`src/rtl/param_alu_pkg.sv`:
```
`default_nettype none
// ============================================================================
//  Module      : param_alu_pkg
//  Description : Shared types for the serial-command ALU. Holds the FSM state
//                encoding and the 3-bit opcode encoding.
//  Revision    : 1.0 - initial release
// ============================================================================
package param_alu_pkg;

    localparam int c_OP_BITS = 3;

    typedef enum logic [2:0] {
        ST_IDLE = 3'd0,
        ST_OP1  = 3'd1,
        ST_OP2  = 3'd2,
        ST_EXEC = 3'd3,
        ST_DONE = 3'd4
    } state_e;

    typedef enum logic [2:0] {
        OP_ADD  = 3'b000,
        OP_SUB  = 3'b001,
        OP_AND  = 3'b010,
        OP_OR   = 3'b011,
        OP_XOR  = 3'b100,
        OP_PAR  = 3'b101,
        OP_COMP = 3'b110,
        OP_SHL  = 3'b111
    } opcode_e;

endpackage
`default_nettype wire

```
`src/rtl/param_alu_datapath.sv`:
```
`default_nettype none
// ============================================================================
//  Module      : param_alu_datapath
//  Description : Operand/opcode capture registers, combinational op unit and
//                registered result/overflow for the serial-command ALU.
//  Revision    : 1.0 - initial release
// ============================================================================
module param_alu_datapath
    import param_alu_pkg::*;
#(
    parameter int DATA_WIDTH = 8,
    parameter int OP_BITS    = c_OP_BITS
) (
    input  logic                  clk,
    input  logic                  reset,
    input  logic                  cap_a,
    input  logic                  cap_b,
    input  logic                  shift_op,
    input  logic                  exec,
    input  logic                  opcode,
    input  logic [DATA_WIDTH-1:0] data,
    output logic [DATA_WIDTH-1:0] result,
    output logic                  overflow
);

    localparam int                    c_SHW = $clog2(DATA_WIDTH);
    localparam logic [DATA_WIDTH-1:0] c_ONE = DATA_WIDTH'(1);

    logic [DATA_WIDTH-1:0]   r_a;
    logic [DATA_WIDTH-1:0]   r_b;
    logic [OP_BITS-1:0]      r_op;
    logic [DATA_WIDTH-1:0]   r_result;
    logic                    r_overflow;

    logic [DATA_WIDTH:0]     w_sum;
    logic [2*DATA_WIDTH-1:0] w_shl_wide;
    logic [DATA_WIDTH-1:0]   w_res;
    logic                    w_ovf;

    // Carry-extended sum and a double-width shift so shifted-out bits stay visible
    assign w_sum      = {1'b0, r_a} + {1'b0, r_b};
    assign w_shl_wide = {{DATA_WIDTH{1'b0}}, r_a} << r_b[c_SHW-1:0];

    // Opcode bits arrive LSB first, so they shift in from the top of r_op
    always_ff @(posedge clk or posedge reset) begin
        if (reset) begin
            r_a        <= '0;
            r_b        <= '0;
            r_op       <= '0;
            r_result   <= '0;
            r_overflow <= 1'b0;
        end else begin
            if (cap_a)    r_a  <= data;
            if (cap_b)    r_b  <= data;
            if (shift_op) r_op <= {opcode, r_op[OP_BITS-1:1]};
            if (exec) begin
                r_result   <= w_res;
                r_overflow <= w_ovf;
            end
        end
    end

    // Operation unit: evaluates the captured command
    always_comb begin
        w_res = '0;
        w_ovf = 1'b0;
        case (opcode_e'(r_op))
            OP_ADD: begin
                w_res = w_sum[DATA_WIDTH-1:0];
                w_ovf = w_sum[DATA_WIDTH];
            end
            OP_SUB: begin
                w_res = r_a - r_b;
                w_ovf = (r_a < r_b);
            end
            OP_AND:  w_res = r_a & r_b;
            OP_OR:   w_res = r_a | r_b;
            OP_XOR:  w_res = r_a ^ r_b;
            OP_PAR:  w_res = {{(DATA_WIDTH-1){1'b0}}, ^{r_a, r_b}};
            OP_COMP: begin
                if (r_a > r_b)      w_res = c_ONE;
                else if (r_a < r_b) w_res = '1;
                else                w_res = '0;
            end
            OP_SHL: begin
                w_res = w_shl_wide[DATA_WIDTH-1:0];
                w_ovf = |w_shl_wide[2*DATA_WIDTH-1:DATA_WIDTH];
            end
            default: begin
                w_res = '0;
                w_ovf = 1'b0;
            end
        endcase
    end

    assign result   = r_result;
    assign overflow = r_overflow;

endmodule
`default_nettype wire

```
`src/rtl/param_alu.sv`:
```
`default_nettype none
// ============================================================================
//  Module      : param_alu
//  Description : Serial-command ALU. A frame of OP_BITS cycles delivers the
//                opcode LSB first together with operands A and B; the result
//                is presented with a one-cycle done pulse.
//  Revision    : 1.0 - initial release
// ============================================================================
module param_alu
    import param_alu_pkg::*;
#(
    parameter int DATA_WIDTH = 8,
    parameter int OP_BITS    = c_OP_BITS
) (
    input  logic                  clk,
    input  logic                  reset,
    input  logic                  opcode_valid,
    input  logic                  opcode,
    input  logic [DATA_WIDTH-1:0] data,
    output logic                  busy,
    output logic                  done,
    output logic [DATA_WIDTH-1:0] result,
    output logic                  overflow
);

    state_e                r_state;
    state_e                w_next_state;
    logic                  w_cap_a;
    logic                  w_cap_b;
    logic                  w_shift_op;
    logic                  w_exec;
    logic [DATA_WIDTH-1:0] w_dp_result;
    logic                  w_dp_overflow;

    // State register
    always_ff @(posedge clk or posedge reset) begin
        if (reset) r_state <= ST_IDLE;
        else       r_state <= w_next_state;
    end

    // Frame sequencing; opcode_valid is ignored in EXEC and DONE
    always_comb begin
        w_next_state = r_state;
        w_cap_a      = 1'b0;
        w_cap_b      = 1'b0;
        w_shift_op   = 1'b0;
        w_exec       = 1'b0;
        case (r_state)
            ST_IDLE: begin
                if (opcode_valid) begin
                    w_cap_a      = 1'b1;
                    w_shift_op   = 1'b1;
                    w_next_state = ST_OP1;
                end
            end
            ST_OP1: begin
                if (opcode_valid) begin
                    w_cap_b      = 1'b1;
                    w_shift_op   = 1'b1;
                    w_next_state = ST_OP2;
                end else begin
                    w_next_state = ST_IDLE;
                end
            end
            ST_OP2: begin
                if (opcode_valid) begin
                    w_shift_op   = 1'b1;
                    w_next_state = ST_EXEC;
                end else begin
                    w_next_state = ST_IDLE;
                end
            end
            ST_EXEC: begin
                w_exec       = 1'b1;
                w_next_state = ST_DONE;
            end
            ST_DONE: w_next_state = ST_IDLE;
            default: w_next_state = ST_IDLE;
        endcase
    end

    param_alu_datapath #(
        .DATA_WIDTH (DATA_WIDTH),
        .OP_BITS    (OP_BITS)
    ) u_datapath (
        .clk      (clk),
        .reset    (reset),
        .cap_a    (w_cap_a),
        .cap_b    (w_cap_b),
        .shift_op (w_shift_op),
        .exec     (w_exec),
        .opcode   (opcode),
        .data     (data),
        .result   (w_dp_result),
        .overflow (w_dp_overflow)
    );

    // Outputs are only exposed during the DONE cycle
    assign busy     = (r_state == ST_OP1) || (r_state == ST_OP2) ||
                      (r_state == ST_EXEC) || (r_state == ST_DONE);
    assign done     = (r_state == ST_DONE);
    assign result   = done ? w_dp_result : '0;
    assign overflow = done ? w_dp_overflow : 1'b0;

endmodule
`default_nettype wire

```
`config.mk`:
```
export PLATFORM = sky130hd
export DESIGN_NAME = param_alu
export DESIGN_NICKNAME = d
export VERILOG_FILES = /design/src/rtl/param_alu_pkg.sv /design/src/rtl/param_alu_datapath.sv /design/src/rtl/param_alu.sv
export SDC_FILE = /design/constraint.sdc
export NUM_CORES = 1
export LEC_CHECK = 0
export CAP_MARGIN = 10
export CORE_MARGIN = 2
export CORE_UTILIZATION = 30
export CTS_CLUSTER_DIAMETER = 120
export DETAILED_ROUTE_END_ITERATION = 10
export PLACE_DENSITY_LB_ADDON = 0.08
export RECOVER_POWER = 100
export SKIP_CTS_REPAIR_TIMING = 1
export SLEW_MARGIN = 10
export SYNTH_ARGS = -nofsm -noshare
export SYNTH_HDL_FRONTEND = slang
export SYNTH_SLANG_ARGS = --single-unit
```
`constraint.sdc`:
```
create_clock -name clk -period 2.85 [get_ports clk]
set_clock_uncertainty 0.05 [all_clocks]
set_input_delay 0.285 -clock clk [delete_from_list [all_inputs] [get_ports clk]]
set_output_delay 0.285 -clock clk [all_outputs]
set_load 0.02 [all_outputs]
```
# Word-level counts from Yosys, hierarchy flattened
# Index checks and enable logic that the tools add are counted.
# totals
output_inout_bits	11
input_bits	12
wordCells	49
reg_bits	31
# classes
shifts	1
reduce_logical	8
magnitude_cmp	2
n_eq_ne	12
add_sub_neg	2
bitwise	3
muxes	15
# ops
operator	count
case mux 8 bit (8 select lines)	1
2-to-1 mux 8 bit	3
XOR reduction 16 bit	1
left shift 8 x 3 -> 16 bit	1
== test 3 bit (second input constant)	5
== test 3 x 2 -> 1 bit (second input constant)	4
case mux 3 bit (4 select lines)	1
adder 8 x 8 -> 9 bit	1
AND 8 bit	1
> comparator 8 bit	1
less-than comparator 8 bit	1
OR 8 bit	1
OR reduction 8 bit	1
subtractor 8 bit	1
bitwise XOR 8 bit	1
== test 3 x 1 -> 1 bit (second input constant)	2
zero test 3 bit	2
2-to-1 mux 1 bit	6
2-to-1 mux 2 bit	2
logical OR 1 bit	3
2-to-1 mux 3 bit	1
case mux 1 bit (3 select lines)	1
OR reduction 3 bit	1
!= test 2 bit (second input constant)	1

# Depth between registers and ports, before layout
# logic_depth
depth_word	4
depth_mapped	9
mapped_depth_nobuf	9

# Modules after synthesis
# Synthesis repeated with hierarchy kept, for this count alone.
# hier_totals
cells_unflattened	330
hier_area_um2	2935.3
# by_module_without_submodules
module	seq_area_each_um2	area_per_inst_um2	instances	cells_each
param_alu_datapath	700.7	2700.1	1	301
param_alu	75.1	235.2	1	29

# Worst setup path after synthesis
# Ideal clock, no wire load.
# synth_path
path_kind	reg2reg
from	reg u_datapath.r_a[5]
to	reg u_datapath.r_result[2], in the netlist u_datapath.result[2]
setup_time_ns	0.121
required_time_ns	2.679
arrival_ns	2.079
path_buffers	1
stages_incl_launch_ff	10
setup_slack_ns	0.600
synth_period_minus_slack_ns	2.250
path_cell_list	dfrtp_1 inv_1 ha_1 buf_6 or4_4 a211oi_2 nor4_2 nor2_4 o211ai_1 a22o_1
# synth_between
elab_chain_cells	4
elab_cells_between_ends	6
cone_classes	order compare (2); shift (1); mux (3)
# synth_lines
element	line	source
start: declaration	param_alu_datapath.sv:29	logic [DATA_WIDTH-1:0] r_a;
start signal: assignment	param_alu_datapath.sv:53	if (cap_a) r_a <= data;
less-than comparator 8 bit	param_alu_datapath.sv:82	else if (r_a < r_b) w_res = '1;
2-to-1 mux 8 bit	param_alu_datapath.sv:82	
2-to-1 mux 8 bit	param_alu_datapath.sv:81	if (r_a > r_b) w_res = c_ONE;
case mux 8 bit (8 select lines) *	param_alu_datapath.sv:67	case (opcode_e'(r_op))
end signal: assignment	param_alu_datapath.sv:57	r_result <= w_res;
end: declaration	param_alu_datapath.sv:32	logic [DATA_WIDTH-1:0] r_result;
# Every way passes the cells marked *; elsewhere a longest branch is shown, timed or not.
# A chain may end at the register's enable or synchronous reset.

# Final worst setup path
# Ends and elaborated chain as after synthesis.

==> impl_results.md <==
* I/O Buffers at 22
* Seq/Total Area, Yosys at 27.1%
* Net Sw Frac at 48.0%
* First-pass GRT wire length at 13,800 um
* Final wirelength at 8410 um
* Setup TNS at 0 ps
* DRT antenna net count at 0
* CTS max path bufs at 2
* Status: complete, but fails checks
* Number of diodes at 0
* Fraction of power consumed by sequential logic at 24.3%
* Routing usage on met3 at 2.14%
* Comb pwr share at 63.0%
* Post-synthesis register bit count at 31
* H-tree Lvls at 2
* Clock sinks at 31
* Worst setup path start: u_datapath.r_a[5]$_DFFE_PP0P_
* Root Buffer: clkbuf_8
* Reg2reg setup slack at 280 ps
* Critical R2R Capture: u_datapath.result[2]$_DFFE_PP0P_
* Worst slew pin tran at 1710 ps
* F_max at 389 MHz
* Total GRT Usage at 17.1%
* Failing checks: capacitance limit, slew limit
* Detailed-route via count at 2,606
* Syn nets at 385
* Non-Filler Instances at 502
* Initial antenna violation count at 0
* Cell count after placement at 494
* Post-synth EDFFs at 0
* Worst Hold Class: flop to flop
* Critical Path Start Type: flop
* WP data arrival at 2700 ps
* Largest fanout on the critical path at 9
* Crit path kind: flop to flop
* Post-layout instance area at 0.00335 mm2
* Final worst-path cycle share at 90.3%
* Fillers at 978
* CTS tree: built
* Primary FF master, synth: dfrtp_1
* Part of the power in the clock network at 12.7%
* FF-to-FF path depth at 8
* Post-DP HPWL at 6610 um
* Drt wl/cell at 16.7 um
* Final GP Congestion at 0.870
* Core Rows at 35
* Yosys warns at 0
* Share of layout cells above drive strength 1 at 7.24%
* Mean Syn Cell Area at 8.28 um2
* Family with the most delay on the worst path: simple AND/OR/NAND/NOR gates
* CP cell instances: inv_1 > ha_1 > or4_1 > a211oi_2 > nor4_2 > nor2_4 > o211ai_1 > a22o_1
* Vias in the first global route at 2,498
* IR drop worst, VDD at 0.422 mV
* DRC viols at 0
* Starting Density at 31.0%
* FF-to-FF Start: u_datapath.r_a[5]$_DFFE_PP0P_
* GR met1 Demand/Resource at 24.2%
* Final Setup Violations at 0
* Dominant cells by area after synthesis: dfrtp_1 27%, ha_1 11%, xnor2_1 6.7%
* Vias/cell at 5.19
* Die Width at 102 um
* 1st-iter DRT viols at 212
* Met2 usage at 28.0%
* Largest area contributor in the netlist: dfrtp_1
* CP max-delay cell: or4_1
* Final hold slack at 428 ps
* Largest net degree at the start of global routing at 32
* 1st-pass router iterations at 5
* Slew Limit Fails at 32
* Unrepaired setup endpoints after global routing: no
* Die area at 0.0103 mm2
* Post-Place Cell Area at 0.00327 mm2
* Num CTS Buffers at 5
* Final hold vios at 0
* Gate Count Post-Synth at 346
* Crit path buf inv count at 1
* # IOs at 23
* Max_cap viols at 1
* Leakage at 0.00141 uW
* Int Pwr at 1640 uW
* Max-slew headroom at -14.3%
* Synthesized area at 0.00287 mm2
* Clock-pin slew on the worst setup and hold paths at 70 ps
* Final Power at 3160 uW
* Total stage count of the critical path at 8
* Power Density at 945 mW/mm2
* Share of the synthesized area in the top cell type at 27.1%
* Library cells used by synthesis at 59
* CP endpoint kind: flop
* Clk_lat worst skew at 290 ps
* Grt ovf at 0
* Sw Pwr at 1520 uW
* Core Area at 0.00924 mm2
* Max stage delay on crit path at 590 ps
* CP required at 2980 ps
* FFs w/ async S/R, synth at 100%
* Critical path destination: u_datapath.result[2]$_DFFE_PP0P_
* GRT busiest layer: met2
* Area Overhead vs Synth at 16.8%
* Post-route minimum period at 2570 ps
* Die height at 102 um
* Fin nets at 411
==> power by group through the flow <==
stage                     Sequential, uW  Combinational, uW  Clock (uW)
after floorplan                      698               1520           0
after global placement               772               2030           0
after detailed placement             779               1980           0
after CTS                            771               2000         417
after global routing                 800               2190         435
final                                769               1990         402
==> cells in the final DEF, fill, tap and decap left out, types with 3 or more instances in the layout <==
cell             count
a211oi_1             5
a21o_1               3
a21oi_1             19
a221oi_1             7
a22oi_1              6
a31oi_1              6
and3_1               9
buf_4                9
clkbuf_1             5
clkbuf_8             7
clkdlybuf4s50_1     10
dfrtp_1             31
dlygate4sd3_1       12
ha_1                25
inv_1               25
mux2_2               3
mux2i_1              6
nand2_1             30
nand2b_1             7
nand3_1              3
nand4_1              3
nor2_1              26
nor2b_1              5
nor3_1               5
o211a_1              3
o211ai_1             4
o21ai_0             31
o22ai_1              4
o31a_1               3
xnor2_1             22
xor2_1               3
==> per-layer routing <==
| layer | wire length, um | vias up | share of wire [%] |
|---|---|---|---|
| li1 | - | 1279 | - |
| met1 | 3950 | 1219 | 47 |
| met2 | 3940 | 96 | 47 |
| met3 | 422 | 12 | 5.0 |
| met4 | 99 | 0 | 1.2 |
| met5 | 0 | - | 0 |
==> registers in the layout, summed over array words and instances, names as in the netlist <==
signal / cells
u_datapath.r_b: 8
u_datapath.r_a: 8
r_state: 3
u_datapath.r_op: 3
u_datapath.result: 8
u_datapath.overflow: 1
==> how the worst min path moves through the flow <==
stage                                           startpoint                               end  slack (ps)  cells after the start
after floorplan                                      reset            r_state[0]$_DFFE_PP0P_         340                      1
after global placement    u_datapath.result[5]$_DFFE_PP0P_  u_datapath.result[5]$_DFFE_PP0P_         410                      2
after detailed placement  u_datapath.result[1]$_DFFE_PP0P_  u_datapath.result[1]$_DFFE_PP0P_         420                      1
after CTS                                            reset     u_datapath.r_b[0]$_DFFE_PP0P_         350                      3
after global routing      u_datapath.result[1]$_DFFE_PP0P_  u_datapath.result[1]$_DFFE_PP0P_         470                      1
final                     u_datapath.result[5]$_DFFE_PP0P_  u_datapath.result[5]$_DFFE_PP0P_         430                      2
==> final cells by class <==
class / instances / area, um2 / share of cell area (%)
Multi-Input combinational cell: 272 / 1900 / 56.9
Tap cell: 129 / 161 / 4.82
Clock buffer: 8 / 100 / 2.99
Timing Repair Buffer: 35 / 303 / 9.05
Inverter: 27 / 101 / 3.03
Sequential cell: 31 / 776 / 23.2
==> stage by stage <==
| step | setup WS, ps | utilization, % |
|---|---|---|
| after detailed placement | 369 | 35.4 |
| after floorplan | 600 | - |
| after global routing | 130 | 36.2 |
| after global placement | 408 | 35.4 |
| final | 278 | 36.2 |
| after CTS | 350 | 36.5 |
==> cell families (layout without fill, tap and decap cells) <==
family,Yosys count,after routing,share of synthesized area [%]
xor+xnor,25,25,7.64
compound gates,105,105,24.0
fa+ha+maj,27,27,12.3
simple gates,106,106,19.4
mux,9,9,3.28
flops,31,31,27.1
buf+inv,43,70,6.33
==> cells in the mapped netlist (2+ instances only) <==
cell type,number
clkinv_1,2
dfrtp_1,31
o211ai_1,4
a211oi_1,5
buf_2,7
xnor2_1,22
and2_1,2
a221oi_1,7
xor2_1,3
or2_2,3
mux2i_1,6
a22oi_1,6
nand2b_1,7
o21ai_0,31
nand3_1,3
clkbuf_1,6
nor2b_1,5
inv_1,25
o211a_1,3
nor3_1,5
o31a_1,3
a21oi_1,19
a22o_1,2
nand4_1,3
ha_1,25
and3_1,9
o22ai_1,4
nand2_1,30
nor2_1,26
mux2_2,3
a31oi_1,6
o21bai_1,2
a21o_1,3
nor4_1,2
fa_1,2
==> worst min-delay path, delay by kind of cell, from the launching register on <==
| kind | cells | cell delay, ps |
|---|---|---|
| AO/OA/AOI/OAI | 1 | 60 |
| AND/OR/NAND/NOR | 1 | 40 |
| flip-flops | 1 | 340 |
(Power assumes the default switching activity.)
